$ cat src/rtl/pulse_meter.sv
// Measures period (rise-to-rise) and high width of an asynchronous pulse train, with loss-of-signal timeout.
// Optional deglitch filter on the synchronised input: define PULSE_METER_FILTER_EN.
module pulse_meter #(
  parameter int WIDTH      = 32,
  parameter int TIMEOUT    = 24000000,
  parameter int FILTER_LEN = 4
) (
  input  logic             clk,
  input  logic             rst_n,
  input  logic             in,
  output logic [WIDTH-1:0] period,
  output logic [WIDTH-1:0] width,
  output logic             valid,
  output logic             timeout
);

  if (TIMEOUT < 2) begin : g_bad_timeout
    $error("pulse_meter: TIMEOUT must be at least 2");
  end
  if (FILTER_LEN < 1) begin : g_bad_filter_len
    $error("pulse_meter: FILTER_LEN must be at least 1");
  end

  typedef enum logic [1:0] {IDLE, HIGH, LOW} state_t;

  state_t           state_reg, state_next;
  logic             s1_reg, s2_reg, s3_reg;
  logic             lvl;
  logic             rise, fall;
  logic [WIDTH-1:0] cnt_reg, cnt_next;
  logic [WIDTH-1:0] hi_reg, hi_next;
  logic [WIDTH-1:0] period_reg, period_next;
  logic [WIDTH-1:0] width_reg, width_next;
  logic             valid_reg, valid_next;
  logic             timeout_reg, timeout_next;
  logic             cnt_expired;

  always_ff @(posedge clk or negedge rst_n) begin
    if (!rst_n) begin
      s1_reg <= 1'b0;
      s2_reg <= 1'b0;
    end else begin
      s1_reg <= in;
      s2_reg <= s1_reg;
    end
  end

`ifdef PULSE_METER_FILTER_EN
  localparam int FW = $clog2(FILTER_LEN + 1);
  logic          filt_reg;
  logic [FW-1:0] stab_reg;

  // Level follows s2 only after FILTER_LEN consecutive samples disagree with it.
  always_ff @(posedge clk or negedge rst_n) begin
    if (!rst_n) begin
      filt_reg <= 1'b0;
      stab_reg <= '0;
    end else if (s2_reg == filt_reg) begin
      stab_reg <= '0;
    end else if (stab_reg == FW'(FILTER_LEN - 1)) begin
      filt_reg <= s2_reg;
      stab_reg <= '0;
    end else begin
      stab_reg <= stab_reg + 1'b1;
    end
  end

  assign lvl = filt_reg;
`else
  assign lvl = s2_reg;
`endif

  always_ff @(posedge clk or negedge rst_n) begin
    if (!rst_n) s3_reg <= 1'b0;
    else        s3_reg <= lvl;
  end

  assign rise        = lvl & ~s3_reg;
  assign fall        = ~lvl & s3_reg;
  assign cnt_expired = (cnt_reg >= WIDTH'(TIMEOUT));

  function automatic logic [WIDTH-1:0] sat_inc(input logic [WIDTH-1:0] x);
    return (x == '1) ? x : x + 1'b1;
  endfunction

  always_comb begin
    state_next   = state_reg;
    cnt_next     = cnt_reg;
    hi_next      = hi_reg;
    period_next  = period_reg;
    width_next   = width_reg;
    valid_next   = 1'b0;
    timeout_next = timeout_reg;
    case (state_reg)
      IDLE: begin
        if (rise) begin
          state_next   = HIGH;
          cnt_next     = WIDTH'(1);
          hi_next      = WIDTH'(1);
          timeout_next = 1'b0;
        end
      end
      HIGH: begin
        if (cnt_expired) begin
          state_next   = IDLE;
          timeout_next = 1'b1;
        end else begin
          cnt_next = sat_inc(cnt_reg);
          if (fall) state_next = LOW;
          else      hi_next    = sat_inc(hi_reg);
        end
      end
      LOW: begin
        // A rise coinciding with expiry still counts as a valid measurement.
        if (rise) begin
          state_next  = HIGH;
          period_next = cnt_reg;
          width_next  = hi_reg;
          valid_next  = 1'b1;
          cnt_next    = WIDTH'(1);
          hi_next     = WIDTH'(1);
        end else if (cnt_expired) begin
          state_next   = IDLE;
          timeout_next = 1'b1;
        end else begin
          cnt_next = sat_inc(cnt_reg);
        end
      end
      default: state_next = IDLE;
    endcase
  end

  always_ff @(posedge clk or negedge rst_n) begin
    if (!rst_n) begin
      state_reg   <= IDLE;
      cnt_reg     <= '0;
      hi_reg      <= '0;
      period_reg  <= '0;
      width_reg   <= '0;
      valid_reg   <= 1'b0;
      timeout_reg <= 1'b0;
    end else begin
      state_reg   <= state_next;
      cnt_reg     <= cnt_next;
      hi_reg      <= hi_next;
      period_reg  <= period_next;
      width_reg   <= width_next;
      valid_reg   <= valid_next;
      timeout_reg <= timeout_next;
    end
  end

  assign period  = period_reg;
  assign width   = width_reg;
  assign valid   = valid_reg;
  assign timeout = timeout_reg;

endmodule

$ cat config.mk
export PLATFORM = sky130hd
export DESIGN_NAME = pulse_meter
export DESIGN_NICKNAME = d
export VERILOG_FILES = /design/src/rtl/pulse_meter.sv
export SDC_FILE = /design/constraint.sdc
export NUM_CORES = 1
export LEC_CHECK = 0
export BUFFER_PORTS_ARGS = -buffer_cell sky130_fd_sc_hd__buf_2
export CORE_MARGIN = 2
export CORE_UTILIZATION = 40
export DETAILED_ROUTE_END_ITERATION = 12
export PLACE_DENSITY = 0.56
export SETUP_SLACK_MARGIN = 0.5
export SYNTH_ARGS = -nofsm -noshare
export SYNTH_HDL_FRONTEND = slang
export SYNTH_SLANG_ARGS = --single-unit
export TNS_END_PERCENT = 1
$ cat constraint.sdc
create_clock -name clk -period 2.2 [get_ports clk]
set_input_delay 0.44 -clock clk [delete_from_list [all_inputs] [get_ports clk]]
set_output_delay 0.44 -clock clk [all_outputs]
set_load 0.02 [all_outputs]
==> impl_metrics.ini <==
[sta]
max_freq_mhz = 476.8
hold_ws_ns = 0.1282
rsz0062_at_grt = true
fin_skew_ns = 0.006872
hold_viol = 0
setup_violations = 0
fin_tns_setup_ns = 0
maxSlewHeadroom_pct = 67.14
fin_crit_ns = 2.097
fin_crit_sh_pct = 95.33
worst_slew_pin_slew_ns = 0.4929
final_max_slew_viol_count = 0

[cts]
cts.htree.levels = 4
clock_path_buffers = 2
clkTransAtPathRegs_ns = 0.06
cts_tree = yes
cts_sinks = 135
clock_latency_ns = 0.42
clockRootBuffer = clkbuf_16
cts_buffers = 17

[floorplanning]
rows = 46
dieArea_um2 = 16950
fp.dieW_um = 130.2
ioPinCount = 69
die_h_um = 130.2
core_area_um2 = 15710
initial_core_util_pct = 40.55

[route]
vias_per_cell = 5.238
num_vias = 5636
drc = 0
finalWirelength_mm = 16.40
post_drt_wl_per_cell_um = 15.24
ant_nets = 0
drt_first_iter_violations = 355
firstDrtPassIters = 6

[critical_path]
cp-end-kind = flop
cp.required_ns = 2.51
crit_type = flop to flop
worstSetupStartpointType = flop
critical_path_arrival_ns = 2.40
cp_max_fo = 10

[synth]
synth_top_cells_by_area = dfrtp_1 53%, nand2_1 14%, o21ai_0 3.4%
async_reset_ff_share_pct = 100.0
synth_fp_nets = 726
synth_common_cells = 237 x nand2_1, 135 x dfrtp_1, 43 x o21ai_0
syn_inst = 716
yosysTopAreaCellShare_pct = 53.02
synth_seq_area_share_pct = 53.02
synth_area_leader_cell = dfrtp_1
syn_avg_cell_area_um2 = 8.898
synth_ff_type = dfrtp_1
synth-edff-count = 0
syn_area_um2 = 6371
synth_seq_cells = 135
synth_cell_types = 54
yosysWarnings = 0
synth_most_common_cell = nand2_1

[placed_design]
io_buffers = 68
place.gp.congestion = 0.8396
placed_cell_area_um2 = 7458
place_hpwl_mm = 10.73

[grt]
grt_usage_pct = 20.41
grt_pass1_wl_mm = 27.13
grt_max_degree = 50
antenna_found_initial = 0
grt_pass1_vias = 5554
overflow = 0

[power]
p_per_area_nw_per_um2 = 979.0
vdd_ir_drop_max_uv = 655.0
power.leakage_uw = 0.004218

[final_layout]
fillers = 1456
syn2layout_area_growth_pct = 31.11
drive_gt1_share_pct = 26.05
fin_nets = 857
final_area_um2 = 8353
num_antenna_cells = 0

[min_path]
hold_class = input pin to flop

[run_status]
status = finished clean

[run]
maxCapViolCount = 0
worst max-delay path, cell delays in order, from the launching register on:
cell and delay, ns:
dfrtp_2 0.41, nand2_1 0.17, a221oi_4 0.38, a211oi_2 0.07, buf_6 0.17, o211ai_4 0.31, buf_12 0.16, mux2_2 0.32
where the power goes:
group,leakage (µW),internal (µW),switching (µW)
Clock,0.000293,1880,1080
Combinational,0.00207,1020,1510
Sequential,0.00186,2600,92.9
Total,0.00422,5500,2680
per-stage QoR:
stage | total power (µW) | cells | util [%] | setup slack (ns)
5_1_grt | 8595 | 1076 | 53.16 | 0.006000
4_1_cts | 8201 | 1075 | 52.78 | 0.1449
3_3_place_gp | 4753 | 1031 | 47.47 | 0.07143
6_report | 8178 | 1076 | 53.16 | 0.1028
3_5_place_dp | 4826 | 1031 | 47.47 | 0.01149
2_1_floorplan | 4099 | 716 | - | 0.1590
final timing paths:
path                             start  slack, ns    endpoint  cells after the start
max in group asynchronous        rst_n       0.97  hi_reg[15]                      3
hold / removal                      in       0.13      s1_reg                      1
setup / recovery           cnt_reg[22]       0.10   hi_reg[0]                      7
min in group asynchronous        rst_n       0.55  period[23]                      2
setup reg to reg           cnt_reg[22]       0.10   hi_reg[0]                      7
hold reg to reg                 s1_reg       0.35         lvl                      0
logic make-up after synthesis:
logic type	count (synthesis)	synth area share, %
adders and majority gates	7	1.375
AOI/OAI and AO/OA	144	14.77
and+or+nand+nor	370	26.43
muxes	4	0.6677
buffers and inverters	56	3.731
DFF	135	53.02
layout by cell type, fill, tap and decap left out, types with 4 or more instances in the layout:
| master | Yosys | routed |
|---|---|---|
| nor2_1 | 22 | 22 |
| nand4_1 | 6 | 6 |
| and3_1 | 9 | 7 |
| o21ai_0 | 43 | 37 |
| or2_4 | 0 | 4 |
| a31oi_1 | 12 | 12 |
| dfrtp_2 | 0 | 5 |
| nand2b_1 | 9 | 8 |
| buf_12 | 0 | 6 |
| a211o_1 | 4 | 4 |
| or4_1 | 10 | 9 |
| buf_4 | 4 | 76 |
| nand3_1 | 29 | 28 |
| nor3_1 | 9 | 8 |
| dfrtp_1 | 135 | 130 |
| and2_1 | 12 | 11 |
| a21oi_1 | 20 | 20 |
| o31ai_1 | 23 | 23 |
| ha_1 | 7 | 4 |
| nand2_1 | 237 | 236 |
| o21ai_1 | 3 | 9 |
| o211ai_1 | 12 | 12 |
| o311ai_0 | 6 | 6 |
| nor4_1 | 8 | 5 |
| clkbuf_16 | 0 | 17 |
| inv_1 | 12 | 11 |
| a22oi_1 | 5 | 5 |
| buf_2 | 7 | 67 |
timing repair:
action | CTS | global route
pin swaps | 4 | 2
endpoints found under the hold margin | 45 | 0
setup buffers | 8 | 1
setup endpoints to repair | 132 | 132
resized for setup | 26 | 11
hold buffers | 1 | 0
gates cloned | 3 | 0
layer usage:
| metal | vias to the layer above | wire length, µm | global-route usage (%) |
|---|---|---|---|
| li1 | 2760 | - | - |
| met4 | 0 | 282 | 8.476 |
| met3 | 20 | 742 | 4.182 |
| met2 | 141 | 7545 | 32.25 |
| met5 | - | 0 | 0 |
| met1 | 2715 | 7825 | 27.50 |
cell type report:
type                            count  area, µm²  share of cell area, %
Timing Repair Buffer              153       1086                  13.00
Sequential cell                   135       3385                  40.52
Clock inverter                     10      143.9                  1.723
Inverter                           13      48.80                 0.5842
Tap cell                          216      270.3                  3.235
Clock buffer                       22      474.2                  5.677
Multi-Input combinational cell    527       2945                  35.26
No activity file was read; power rests on OpenSTA's default activity.
